$ cat config.mk
export PLATFORM = sky130hd
export DESIGN_NAME = fp32_exp_align_stage
export DESIGN_NICKNAME = d
export VERILOG_FILES = /design/src/rtl/fpu_pkg.sv /design/src/rtl/fp_rshift_sticky.sv /design/src/rtl/fp32_exp_align_stage.sv
export SDC_FILE = /design/constraint.sdc
export NUM_CORES = 1
export LEC_CHECK = 0
export CAP_MARGIN = 20
export CORE_ASPECT_RATIO = 2
export CORE_MARGIN = 2
export CORE_UTILIZATION = 30
export CTS_BUF_LIST = sky130_fd_sc_hd__clkbuf_8
export DETAILED_ROUTE_END_ITERATION = 10
export PLACE_DENSITY = 0.64
export SYNTH_ARGS = -nofsm -noshare
export SYNTH_HDL_FRONTEND = slang
export SYNTH_HIERARCHICAL = 1
export SYNTH_SLANG_ARGS = --single-unit
export TNS_END_PERCENT = 10
$ cat constraint.sdc
create_clock -name clk -period 2.7 [get_ports clk]
set_input_delay 0.54 -clock clk [delete_from_list [all_inputs] [get_ports clk]]
set_output_delay 0.54 -clock clk [all_outputs]
set_load 0.1 [all_outputs]
$ cat src/rtl/fpu_pkg.sv
// rtl/fpu_pkg.sv - shared FP32 field widths, operand types and unpack helper
package fpu_pkg;

  localparam int EXP_W = 8;
  localparam int MAN_W = 23;
  localparam int SIG_W = 1 + MAN_W + 3;

  typedef struct packed {
    logic             sign;
    logic [EXP_W-1:0] exp;
    logic [MAN_W-1:0] frac;
  } fp32_t;

  typedef struct packed {
    logic             sign;
    logic [EXP_W-1:0] exp_eff;
    logic [MAN_W:0]   sig;
    logic             is_zero;
    logic             is_inf;
    logic             is_nan;
  } fp32_unpack_t;

  typedef enum logic [1:0] {
    FP_NORM = 2'b00,
    FP_INF  = 2'b01,
    FP_NAN  = 2'b10
  } fp_special_e;

  // Denormals (and zero) take exponent 1 with no hidden bit.
  function automatic fp32_unpack_t fp32_unpack(input fp32_t x);
    fp32_unpack_t u;
    u.sign    = x.sign;
    u.exp_eff = (x.exp == '0) ? EXP_W'(1) : x.exp;
    u.sig     = {x.exp != '0, x.frac};
    u.is_zero = (x.exp == '0) && (x.frac == '0);
    u.is_inf  = (x.exp == '1) && (x.frac == '0);
    u.is_nan  = (x.exp == '1) && (x.frac != '0);
    return u;
  endfunction

endpackage

$ cat src/rtl/fp_rshift_sticky.sv
// rtl/fp_rshift_sticky.sv - right shift that collapses shifted-out bits into bit 0
module fp_rshift_sticky #(
  parameter int W = 27
) (
  input  logic [W-1:0] din,
  input  logic [7:0]   shamt,
  output logic [W-1:0] dout
);

  localparam logic [7:0] W_LIM = 8'(W);

  logic [W-1:0] shifted;
  logic [W-1:0] lost_mask;
  logic         sticky;

  // Shift, then OR every dropped bit (and the original LSB) into the new LSB.
  always_comb begin
    shifted   = '0;
    lost_mask = '0;
    sticky    = 1'b0;
    dout      = '0;
    if (shamt >= W_LIM) begin
      dout = {{(W-1){1'b0}}, |din};
    end else begin
      shifted   = din >> shamt;
      lost_mask = ~({W{1'b1}} << shamt);
      sticky    = |(din & lost_mask) | din[0];
      dout      = {shifted[W-1:1], shifted[0] | sticky};
    end
  end

endmodule

$ cat src/rtl/fp32_exp_align_stage.sv
// rtl/fp32_exp_align_stage.sv - FP32 adder alignment stage: order, shift, register
module fp32_exp_align_stage
  import fpu_pkg::*;
(
  input  logic             clk,
  input  logic             rst,
  input  logic             i_valid,
  output logic             o_ready,
  input  logic [31:0]      i_a,
  input  logic [31:0]      i_b,
  input  logic             i_sub,
  input  logic             i_flush,
  output logic             o_valid,
  input  logic             i_ready,
  output logic             o_swap,
  output logic [EXP_W-1:0] o_exp_large,
  output logic [EXP_W-1:0] o_exp_small,
  output logic [SIG_W-1:0] o_sig_large,
  output logic [SIG_W-1:0] o_sig_small,
  output logic             o_sign_large,
  output logic             o_eff_sub,
  output logic [1:0]       o_special
);

  fp32_t        b_adj;
  fp32_unpack_t ua;
  fp32_unpack_t ub;
  logic         swap;
  logic         load;
  logic [EXP_W-1:0] exp_large;
  logic [EXP_W-1:0] exp_small;
  logic [MAN_W:0]   sig_large;
  logic [MAN_W:0]   sig_small;
  logic             small_zero;
  logic             sign_large;
  logic [EXP_W-1:0] diff;
  logic [SIG_W-1:0] sig_small_ext;
  logic [SIG_W-1:0] sig_small_sh;
  logic             eff_sub;
  fp_special_e      special;

  assign o_ready = !o_valid || i_ready;
  assign load    = i_valid && o_ready;

  // Subtraction is folded in by flipping B's sign before anything else looks at it.
  assign b_adj = {i_b[31] ^ i_sub, i_b[30:0]};
  assign ua    = fp32_unpack(i_a);
  assign ub    = fp32_unpack(b_adj);

  // Order by magnitude; an exact tie keeps A as the larger operand.
  always_comb begin
    swap       = {ub.exp_eff, ub.sig} > {ua.exp_eff, ua.sig};
    exp_large  = swap ? ub.exp_eff : ua.exp_eff;
    exp_small  = swap ? ua.exp_eff : ub.exp_eff;
    sig_large  = swap ? ub.sig     : ua.sig;
    sig_small  = swap ? ua.sig     : ub.sig;
    small_zero = swap ? ua.is_zero : ub.is_zero;
    sign_large = swap ? ub.sign    : ua.sign;
    diff       = exp_large - exp_small;
    sig_small_ext = small_zero ? '0 : {sig_small, 3'b000};
    eff_sub    = ua.sign ^ ub.sign;
  end

  fp_rshift_sticky #(.W(SIG_W)) u_rshift (
    .din   (sig_small_ext),
    .shamt (diff),
    .dout  (sig_small_sh)
  );

  // Special-result classification on the unswapped operands.
  always_comb begin
    special = FP_NORM;
    if (ua.is_nan || ub.is_nan || (ua.is_inf && ub.is_inf && eff_sub))
      special = FP_NAN;
    else if (ua.is_inf || ub.is_inf)
      special = FP_INF;
  end

  // Valid flag: flush kills, load sets, consumption clears, otherwise hold.
  always_ff @(posedge clk or posedge rst) begin
    if (rst)
      o_valid <= 1'b0;
    else if (i_flush)
      o_valid <= 1'b0;
    else if (load)
      o_valid <= 1'b1;
    else if (i_ready)
      o_valid <= 1'b0;
  end

  // Result register; only a load changes it, so it is frozen under backpressure.
  always_ff @(posedge clk or posedge rst) begin
    if (rst) begin
      o_swap       <= 1'b0;
      o_exp_large  <= '0;
      o_exp_small  <= '0;
      o_sig_large  <= '0;
      o_sig_small  <= '0;
      o_sign_large <= 1'b0;
      o_eff_sub    <= 1'b0;
      o_special    <= 2'b00;
    end else if (load) begin
      o_swap       <= swap;
      o_exp_large  <= exp_large;
      o_exp_small  <= exp_small;
      o_sig_large  <= {sig_large, 3'b000};
      o_sig_small  <= sig_small_sh;
      o_sign_large <= sign_large;
      o_eff_sub    <= eff_sub;
      o_special    <= special;
    end
  end

endmodule

==> results by group, run 1 <==
Floorplanning
  • Standard-cell rows: 77
  • Die Wd: 109 um
  • I/O pins: 147
  • Die area: 0.0234 sq mm
  • Initial Util: 0.303
  • Total core area: 0.0220 sq mm
  • Chip Height: 214 um

Synth
  • Syn Inst Count: 855
  • Flip-flop and latch count after synthesis: 73
  • Synth top area share: 0.275
  • Synth area leader: dfrtp_1
  • FFs w/ async S/R, synth: 1.00
  • Post-synth EDFFs: 0
  • Ys Warns: 6
  • Most frequently used flop master after synthesis: dfrtp_1
  • Synth unique cells: 73
  • Syn Area/Cell: 7.77 sq um
  • Mapped Area: 0.00665 sq mm
  • Top cells by area, synth: dfrtp_1 27%, nand2_1 11%, mux2i_1 8.1%
  • Post-synthesis sequential area ratio: 0.275

Worst setup path
  • Critical path class: primary input to flop
  • CP Capture Type: flop
  • Req. time, crit path: 2980 ps
  • CP Launch Type: primary input
  • Critical path arrival: 5300 ps
  • CP max FO: 7

Clocking
  • Hold_buf cts: 0
  • Sink Count: 73
  • TritonCTS Buffers: 9
  • Max Buffers Root-to-Sink: 2
  • CTS tree: yes
  • Clock-pin slew on the worst setup and hold paths: 90 ps
  • H-Tree Level Count: 3
  • Clk_lat worst skew: 390 ps
  • Root buffer cell: clkbuf_8

STA
  • RSZ-0062 raised after global routing: true
  • Tightest Pin Transition: 511 ps
  • Worst Slack Setup Final: -2320 ps
  • Worst-case clock skew: 6.85 ps
  • Relative slew slack: 0.656
  • Peak Freq: 0.199 GHz
  • Crit share post-route: 1.86
  • Setup tns final: -77430 ps
  • Min cycle time layout: 5020 ps
  • Slew Viols, Final: 0
  • Hold Fails Final Rpt: 0
  • Final Setup Violations: 69

Place
  • Port Buffers: 143
  • Routability cong.: 0.929
  • Post-DP HPWL: 23100 um
  • Placed insts: 1455
  • Pre-CTS setup slack: -3090 ps

Final layout
  • Net count, final: 1309
  • Finished Layout Cells: 1488
  • Util after Layout: 0.488
  • Synth-to-Final Area Change: 61.3%
  • Share of cells above drive strength 1: 0.382
  • Number of diodes: 0

Pwr
  • Net Sw Power: 3.14 mW
  • Clock power frac: 0.132
  • Pwr Total: 6.27 mW
  • Pwr Density: 585 mW/mm^2
  • Sequential share of power: 0.205
  • Logic pwr share: 0.663
  • Switching Share: 0.500
  • Pint: 3.14 mW
  • Static leakage: 5.15 nW
  • VDD IR-drop max: 0.000506 V

Status
  • Status: complete, but fails checks
  • Failing checks: setup timing

GRT
  • Vias in the first global route: 7967
  • Overflow after GRT: 0
  • Global-route wire length before repair: 43300 um
  • Gr usage total: 0.246
  • Pin count of the biggest net entering global routing: 66
  • Initial antenna violation count: 0

Detailed routing
  • Met1 wire length: 9340 um
  • WL final: 28500 um
  • DRT iter0 DRCs: 342
  • Top sig layer: met4
  • Routed Antenna Nets: 0
  • Drc violations: 0
  • Post-DR wirelength/cell: 19.2 um
  • DRT Pass-1 Iters: 4
  • Metal3 WL: 891 um
  • Routed vias: 7684
  • Vias per inst: 5.16
  • Met2 wire length: 15900 um

Job
  • Max Cap Viol: 0

Hold path
  • HP Class: flop to flop
final cells by class:
| class | instances | area, sq um |
|---|---|---|
| Tap cell | 276 | 345 |
| Multi-Input combinational cell | 690 | 4880 |
| Sequential cell | 73 | 1830 |
| Clock buffer | 10 | 138 |
| Clock inverter | 5 | 31.3 |
| Inverter | 42 | 158 |
| Timing Repair Buffer | 392 | 3340 |
| Fill cell | 2184 | 11200 |
registers in the layout, indices dropped and copies added, names as in the netlist:
signal,cells
o_sign_large,1
o_swap,1
o_exp_small,8
o_sig_large,24
o_special,2
o_valid,1
o_exp_large,8
o_eff_sub,1
o_sig_small,27
power by group through the flow:
stage / clock network, mW / registers, mW / logic (mW)
floorplan: 0 / 2.19 / 1.39
global placement: 0 / 1.31 / 3.77
detailed placement: 0 / 1.31 / 3.78
CTS: 0.855 / 1.29 / 4.05
global route: 0.896 / 1.30 / 4.36
finish: 0.828 / 1.29 / 4.16
cells in the final DEF (no fill, tap or decap), drive strengths merged, types with 7 or more instances in the layout:
cell type      count
buf              326
nand2            197
o21ai             96
dfrtp             73
clkdlybuf4s50     55
mux2i             54
nor2              53
a21oi             44
inv               42
ha                31
nor3              20
mux4              19
conb              17
nor4              16
nand3             14
clkbuf            14
nand4             13
mux2               8
a211oi             8
and2               7
Yosys cell counts, types with 2 or more instances:
cell type,count
nand2_1,197
o21ai_0,88
dfrtp_1,73
mux2i_1,54
nor2_1,53
a21oi_1,43
inv_1,41
clkbuf_1,38
ha_1,31
nor3_1,20
mux4_2,19
nor4_1,15
buf_2,14
nand3_1,14
nand4_1,12
a211oi_1,8
o21ai_1,8
mux2_2,7
and2_1,6
and3_1,6
buf_1,6
o21a_1,6
buf_4,5
o22ai_1,5
o31ai_1,5
xnor2_1,5
a31oi_1,4
nand2b_1,4
nor2b_1,4
o211ai_1,4
or4_1,4
xor2_1,4
buf_6,3
o32ai_1,3
or2_1,3
a21boi_1,2
a21o_1,2
a22oi_1,2
a311oi_1,2
or3_1,2
critical path, stage by stage:
cell	delay, ps
buf_6	90
or4_4	540
o41a_4	400
ha_4	290
nand3_4	70
nor4_4	190
nand3_1	150
and3_4	190
a21oi_4	270
buf_6	160
mux2i_4	230
nand2b_1	120
a311oi_2	320
a311oi_2	90
buf_4	160
or4_4	600
nand2b_4	180
a21oi_2	120
a21oi_2	50
nor4b_2	270
o211ai_1	120
nand2_1	80
nand2_1	50
logic make-up after synthesis:
| group | after synthesis | share of synthesized area |
|---|---|---|
| XOR/XNOR | 9 | 0.0119 |
| adder cells (fa/ha/maj) | 32 | 0.0601 |
| other | 1 | 0.000564 |
| AND/OR/NAND/NOR | 348 | 0.235 |
| multiplexers | 81 | 0.159 |
| flip-flops | 73 | 0.275 |
| AO/OA/AOI/OAI | 203 | 0.188 |
| buffers and inverters | 108 | 0.0699 |
final timing paths:
kind	start	endpoint	slack (ps)	depth (start not counted)
setup / recovery	i_a[26]	o_sig_small[0]	-2320	23
hold / removal	o_sig_small[3]	o_sig_small[3]	480	2
setup reg to reg	o_valid	o_sig_small[0]	1220	5
hold reg to reg	o_sig_small[3]	o_sig_small[3]	480	2
max in group asynchronous	rst	o_exp_large[6]	1570	3
min in group asynchronous	rst	o_sig_small[19]	500	2
per-layer routing:
layer,track usage,up-vias
met5,0,-
met4,0.178,0
met3,0.0350,97
met2,0.470,207
met1,0.224,3671
li1,-,3709
what timing repair did:
action / in CTS / in global routing
buffers inserted: 8 / 10
endpoints found under the setup margin: 69 / 69
pin swaps: 37 / 25
gates cloned: 2 / 0
resized for setup: 100 / 54
metrics by stage:
step                      cell area [sq um]  hold slack (ps)
after floorplan                        6740              603
after global placement                 9860              459
after detailed placement               9860              464
after CTS                             10500              485
after global routing                  10700              509
final                                 10700              480
Note: power is estimated with default switching activity, not from simulation.
==> run 2: changes to the inputs <==
- CELL_PAD_IN_SITES_DETAIL_PLACEMENT: not set -> 0
- CELL_PAD_IN_SITES_GLOBAL_PLACEMENT: not set -> 1
- PLACE_DENSITY: 0.64 -> 0.79
- SKIP_LAST_GASP: not set -> 1
==> results by group, run 2 (same netlist as run 1, synthesis figures left out) <==
STA
  • RSZ-0062 raised after global routing: true
  • Worst Slack Setup Final: -2030 ps (+291 ps)
  • Min cycle time layout: 4730 ps (-291 ps)
  • Peak Freq: 0.212 GHz (+6.2%)
  • Hold Fails Final Rpt: 0 (unchanged)
  • Final Setup Violations: 69 (unchanged)
  • Tightest Pin Transition: 520 ps (+9.22 ps)
  • Slew Viols, Final: 0 (unchanged)
  • Setup tns final: -73010 ps (+4420 ps)
  • Worst-case clock skew: 8.77 ps (+1.91 ps)
  • Crit share post-route: 1.75 (-0.108)
  • Hold WS: 480 ps (-0.775 ps)
  • Relative slew slack: 0.650 (-0.00621)

Final layout
  • Commonest non-fill, non-tap cell in the layout: buf_4
  • Highest-count cells in the layout ignoring fill and taps: 280 x buf_4, 194 x nand2_1, 83 x o21ai_0, 73 x dfrtp_1, 55 x clkdlybuf4s50_1
  • Synth-to-Final Area Change: 55.8%
  • Largest registers: o_sig_small (27), o_sig_large (24)
  • Max reg flops: 27 (unchanged)
  • Final Cell Area: 0.0104 sq mm (-3.4%)
  • Net count, final: 1284 (-1.9%)
  • Share of cells above drive strength 1: 0.343 (-0.0394)
  • Number of diodes: 0 (unchanged)
  • Most flops, register: o_sig_small

Place
  • Post-DP HPWL: 22400 um (-3.3%)
  • Placed Area: 0.00969 sq mm (-1.8%)
  • Routability cong.: 0.923 (-0.70%)
  • Port Buffers: 143 (unchanged)

Clocking
  • Sink Count: 73 (unchanged)
  • Max Buffers Root-to-Sink: 2 (unchanged)
  • Root buffer cell: clkbuf_8
  • Hold_buf cts: 0 (unchanged)
  • Clk_lat worst skew: 410 ps (+20 ps)
  • CTS tree: yes
  • TritonCTS Buffers: 9 (unchanged)
  • Clock-pin slew on the worst setup and hold paths: 90 ps (about the same)
  • H-Tree Level Count: 3 (unchanged)

Floorplanning
  • Initial Util: 0.303 (unchanged)
  • I/O pins: 147 (unchanged)
  • Die area: 0.0234 sq mm (unchanged)
  • Total core area: 0.0220 sq mm (unchanged)
  • Chip Height: 214 um (unchanged)
  • Die Wd: 109 um (unchanged)
  • Standard-cell rows: 77 (unchanged)

Worst setup path
  • FF-to-FF End: o_sig_small[12]
  • Reg-to-reg slack, setup: 1270 ps (+50 ps)
  • CP Capture Type: flop
  • Crit path largest cell delay: 570 ps (-30 ps)
  • Cell breakdown of the critical path: buf_6 > or4_4 > o41a_4 > ha_4 > nand3_4 > nor4_4 > buf_4 > and3_4 > a21oi_4 > buf_12 > buf_8 > a21o_1 > a22o_4 > buf_6 > a21boi_4 > xnor2_2 > or4_4 > o31ai_2 > a21oi_2 > nor4b_2 > o211ai_1 > nand2_1 > nand2_1
  • Reg2Reg Depth: 6 (+1)
  • CP max FO: 6 (-1)
  • CP max stage cell: or4_4
  • Critical path class: primary input to flop
  • Req. time, crit path: 3010 ps (+30 ps)
  • CP Launch Type: primary input
  • Critical path arrival: 5040 ps (-260 ps)
  • Reg-to-reg startpoint: o_valid

GRT
  • Pin count of the biggest net entering global routing: 74 (+12%)
  • Global-route wire length before repair: 42000 um (-3.0%)
  • Initial antenna violation count: 0 (unchanged)
  • Gr usage total: 0.240 (-0.00588)
  • Overflow after GRT: 0 (unchanged)
  • Vias in the first global route: 7672 (-3.7%)

Status
  • Failing checks: setup timing
  • Status: complete, but fails checks

Pwr
  • Pwr Density: 592 mW/mm^2 (+1.2%)
  • Pwr Total: 6.13 mW (-2.2%)
  • Static leakage: 5.01 nW (-2.7%)
  • VDD IR-drop max: 0.000419 V (-17%)

Detailed routing
  • Routed vias: 7513 (-2.2%)
  • DRT iter0 DRCs: 308 (-9.9%)
  • Drc violations: 0 (unchanged)
  • Post-DR wirelength/cell: 18.9 um (-1.6%)
  • Routed Antenna Nets: 0 (unchanged)
  • DRT Pass-1 Iters: 4 (unchanged)
  • WL final: 27600 um (-3.2%)
  • Vias per inst: 5.13 (-0.62%)

Hold path
  • Worst Hold Launch: o_sig_small[10]
  • Hold-critical path endpoint: o_sig_small[10]
  • WHS Path Cells: 2 (unchanged)
  • HP Class: flop to flop

Job
  • Max Cap Viol: 0 (unchanged)
## run 2: cell count changes in the layout (fill, tap and decap cells not counted), moves of 4 or more
cell / before / now
nor2_1: 41 / 50
nor3_1: 13 / 19
buf_6: 17 / 8
buf_4: 293 / 280
nor2_2: 8 / 2
buf_8: 6 / 2
nor3_2: 6 / 1
## run 2: power by group
group / internal [mW] / switching [mW]
clock network: 0.453 / 0.501
registers: 1.21 / 0.0728
logic: 1.43 / 2.46
## run 2: critical path, delay by kind of cell
family	cells	cell delay, ps
fa+ha+maj	1	300
compound gates	8	1510
xor+xnor	1	90
buf+inv	5	650
simple gates	8	1940
## run 2: what timing repair did
action,in CTS,in global routing
gates resized for setup,70,31
pin swaps,26,22
buffers inserted,9,6
endpoints found under the setup margin,69,69
cloned,1,0
## run 2: stage by stage
stage          worst slack, ps  instances   util
2_1_floorplan            -2110        871      -
3_3_place_gp             -2780       1432  0.441
3_5_place_dp             -2910       1432  0.441
4_1_cts                  -2110       1458  0.464
5_1_grt                  -2290       1464  0.471
6_report                 -2030       1464  0.471
## run 2: worst max-delay path by stage
stage / startpoint / end / cells after the start
4_1_cts: i_a[29] / o_sig_small[0] / 23
6_report: i_a[29] / o_sig_small[0] / 23
3_5_place_dp: i_a[26] / o_sig_small[25] / 21
2_1_floorplan: i_a[26] / o_sig_small[0] / 21
3_3_place_gp: i_b[27] / o_sig_small[25] / 24
5_1_grt: i_a[13] / o_sig_small[0] / 23
## run 2: final cells by class
cell class	count	area, sq um
tap	276	345
timing repair buffer	367	3080
clock inverter	6	65.1
sequential	73	1830
clock buffer	10	138
fill	2234	11600
inverter	42	158
multi-input combinational	690	4740
## run 2: routing by layer
metal  global-route usage  routed length (um)  vias to the layer above  part of all wire
met5                    0                   0                        -                 0
met3               0.0356                 880                       85             0.032
met4                0.174                2170                        0             0.079
met1                0.219                8990                     3558              0.33
met2                0.459               15600                      207              0.56
li1                     -                   -                     3663                 -
==> run 3: changes to the inputs <==
- clock period: 2.7 -> 5.3 ns (I/O delays scaled with it)
==> results by group, run 3 (same netlist as run 1, synthesis figures left out) <==
STA
  • Hold Fails Final Rpt: 0 (unchanged)
  • Peak Freq: 0.183 GHz
  • Final Setup Violations: 14 (-80%)
  • Slew Viols, Final: 0 (unchanged)
  • Worst Slack Setup Final: -158 ps (+1870 ps)
  • Min cycle time layout: 5460 ps
  • Setup tns final: -820 ps (+72190 ps)
  • Tightest Pin Transition: 1030 ps (+514 ps)
  • Relative slew slack: 0.311 (-0.339)
  • Worst-case clock skew: 6.71 ps (-2.06 ps)
  • Crit share post-route: 1.03
  • RSZ-0062 raised after global routing: true

GRT
  • Met3 Usage GRT: 0.0255 (-0.0100)
  • Initial antenna violation count: 0 (unchanged)
  • Overflow after GRT: 0 (unchanged)
  • Met2 GRT Util: 0.446 (-0.0128)
  • Pin count of the biggest net entering global routing: 115 (+55%)
  • Vias in the first global route: 7833 (+2.1%)
  • Gr usage total: 0.236 (-0.00454)
  • Global route hottest layer: met2
  • Met1 Use GR: 0.222 (+0.00391)
  • Global-route wire length before repair: 41900 um (-0.11%)

Clocking
  • Clock-pin slew on the worst setup and hold paths: 80 ps (about the same)
  • Clk_lat worst skew: 370 ps (-40 ps)
  • H-Tree Level Count: 3 (unchanged)
  • Sink Count: 73 (unchanged)
  • Hold_buf cts: 0 (unchanged)
  • CTS tree: yes
  • Max Buffers Root-to-Sink: 2 (unchanged)
  • TritonCTS Buffers: 9 (unchanged)
  • Root buffer cell: clkbuf_8

Final layout
  • Final Cell Area: 0.0104 sq mm (+0.85%)
  • Net count, final: 1282 (-0.16%)
  • Share of cells above drive strength 1: 0.269 (-0.0736)
  • Register Area: 0.00183 sq mm (unchanged)
  • Commonest non-fill, non-tap cell in the layout: buf_4
  • Multi-input gate area: 0.00466 sq mm (-1.7%)
  • Fill cell count: 2242 (+0.36%)
  • Most flops, register: o_sig_small
  • Highest-count cells in the layout ignoring fill and taps: 205 x buf_4, 196 x nand2_1, 130 x clkdlybuf4s50_1, 88 x o21ai_0, 73 x dfrtp_1
  • Max reg flops: 27 (unchanged)
  • Finished Layout Cells: 1462 (-0.14%)
  • Synth-to-Final Area Change: 57.1%
  • Largest registers: o_sig_small (27), o_sig_large (24)
  • Number of diodes: 0 (unchanged)

Pwr
  • Pwr Density: 301 mW/mm^2 (-49%)
  • VDD IR-drop max: 0.000162 V (-61%)
  • Static leakage: 4.84 nW (-3.2%)
  • Pwr Total: 3.15 mW (-49%)

Floorplanning
  • Die area: 0.0234 sq mm (unchanged)
  • Die Wd: 109 um (unchanged)
  • I/O pins: 147 (unchanged)
  • Chip Height: 214 um (unchanged)
  • Standard-cell rows: 77 (unchanged)
  • Total core area: 0.0220 sq mm (unchanged)
  • Initial Util: 0.303 (unchanged)

Place
  • Placed insts: 1420 (-0.84%)
  • Routability cong.: 0.930 (+0.75%)
  • Post-DP HPWL: 22300 um (-0.39%)
  • Placed Area: 0.00976 sq mm (+0.72%)
  • Port Buffers: 143 (unchanged)

Hold path
  • Hold-critical path endpoint: o_sig_small[14]
  • WHS Path Cells: 2 (unchanged)
  • Worst Hold Launch: o_sig_small[14]
  • HP Class: flop to flop

Worst setup path
  • Reg2Reg Depth: 3 (-3)
  • Req. time, crit path: 5610 ps (+2600 ps)
  • CP Capture Type: flop
  • Reg-to-reg slack, setup: 3580 ps (+2310 ps)
  • Critical path class: primary input to flop
  • Reg-to-reg startpoint: o_valid
  • CP Launch Type: primary input
  • Critical path arrival: 5770 ps (+730 ps)
  • FF-to-FF End: o_exp_small[3]
  • CP max FO: 6 (unchanged)

Detailed routing
  • DRT iter0 DRCs: 277 (-10%)
  • WL final: 27200 um (-1.6%)
  • Routed Antenna Nets: 0 (unchanged)
  • Drc violations: 0 (unchanged)
  • Routed vias: 7480 (-0.44%)
  • DRT Pass-1 Iters: 4 (unchanged)
  • Post-DR wirelength/cell: 18.6 um (-1.5%)
  • Vias per inst: 5.12 (-0.30%)

Status
  • Status: complete, but fails checks
  • Failing checks: setup timing

Job
  • Max Cap Viol: 0 (unchanged)
-- run 3: cell count changes in the layout (fill, tap and decap cells not counted), sizes merged, moves of 2 or more --
cell / change
dlygate4sd2: +2
clkbuf: +2
dlymetal6s2s: -3
buf: -76
clkdlybuf4s50: +75
clkinv: -2
-- run 3: critical path: stages --
cell and delay (ps):
clkbuf_2 90, or4_4 560, buf_6 140, nor3_4 160, buf_6 140, ha_4 130, nand4_1 120, nor4_4 270
nand3_1 140, and3_4 210, a21oi_4 180, buf_12 150, buf_4 120, mux2i_2 220, o22ai_2 150, a311oi_2 240
a311oi_2 90, or2_1 290, buf_12 140, buf_8 130, buf_4 140, buf_4 130, or3_1 340, a211oi_1 270
nand2_1 80, nand2_1 60
-- run 3: worst max path at each step --
stage / cells after the start / startpoint / endpoint / slack (ps)
floorplan: 21 / i_a[26] / o_sig_small[0] / -30
global placement: 23 / i_a[26] / o_sig_small[1] / -970
detailed placement: 23 / i_a[26] / o_sig_small[0] / -1060
CTS: 25 / i_a[29] / o_sig_small[0] / -170
global route: 26 / i_a[26] / o_sig_small[0] / -400
finish: 26 / i_a[26] / o_sig_small[9] / -160
-- run 3: timing repair --
action | 4_1_cts | 5_1_grt
gates cloned | 1 | 0
endpoints found under the setup margin | 27 | 27
hold endpoints to repair | 0 | 0
pin swaps | 29 | 20
setup buffers | 18 | 7
gates resized for setup | 47 | 28
-- run 3: power by group --
group,switching (mW),total (mW),internal (mW)
Clock,0.245,0.491,0.246
Sequential,0.0366,0.655,0.618
Combinational,1.25,2.00,0.756
-- run 3: per-stage QoR --
step           worst slack, ps   util  hold slack, ps
2_1_floorplan            -34.4      -             962
3_3_place_gp              -974  0.444             458
3_5_place_dp             -1060  0.444             462
4_1_cts                   -173  0.469             483
5_1_grt                   -402  0.475             504
6_report                  -158  0.475             474
-- run 3: layer usage --
metal	wire, um	vias up
met5	0	-
met4	2120	0
met3	793	97
met2	15100	226
met1	9130	3502
li1	-	3655
-- run 3: layout make-up --
type                            count  share of cell area
Multi-Input combinational cell    690               0.446
Timing Repair Buffer              365               0.310
Sequential cell                    73               0.175
Tap cell                          276              0.0331
Inverter                           42              0.0151
Clock buffer                       11              0.0145
Clock inverter                      5             0.00599
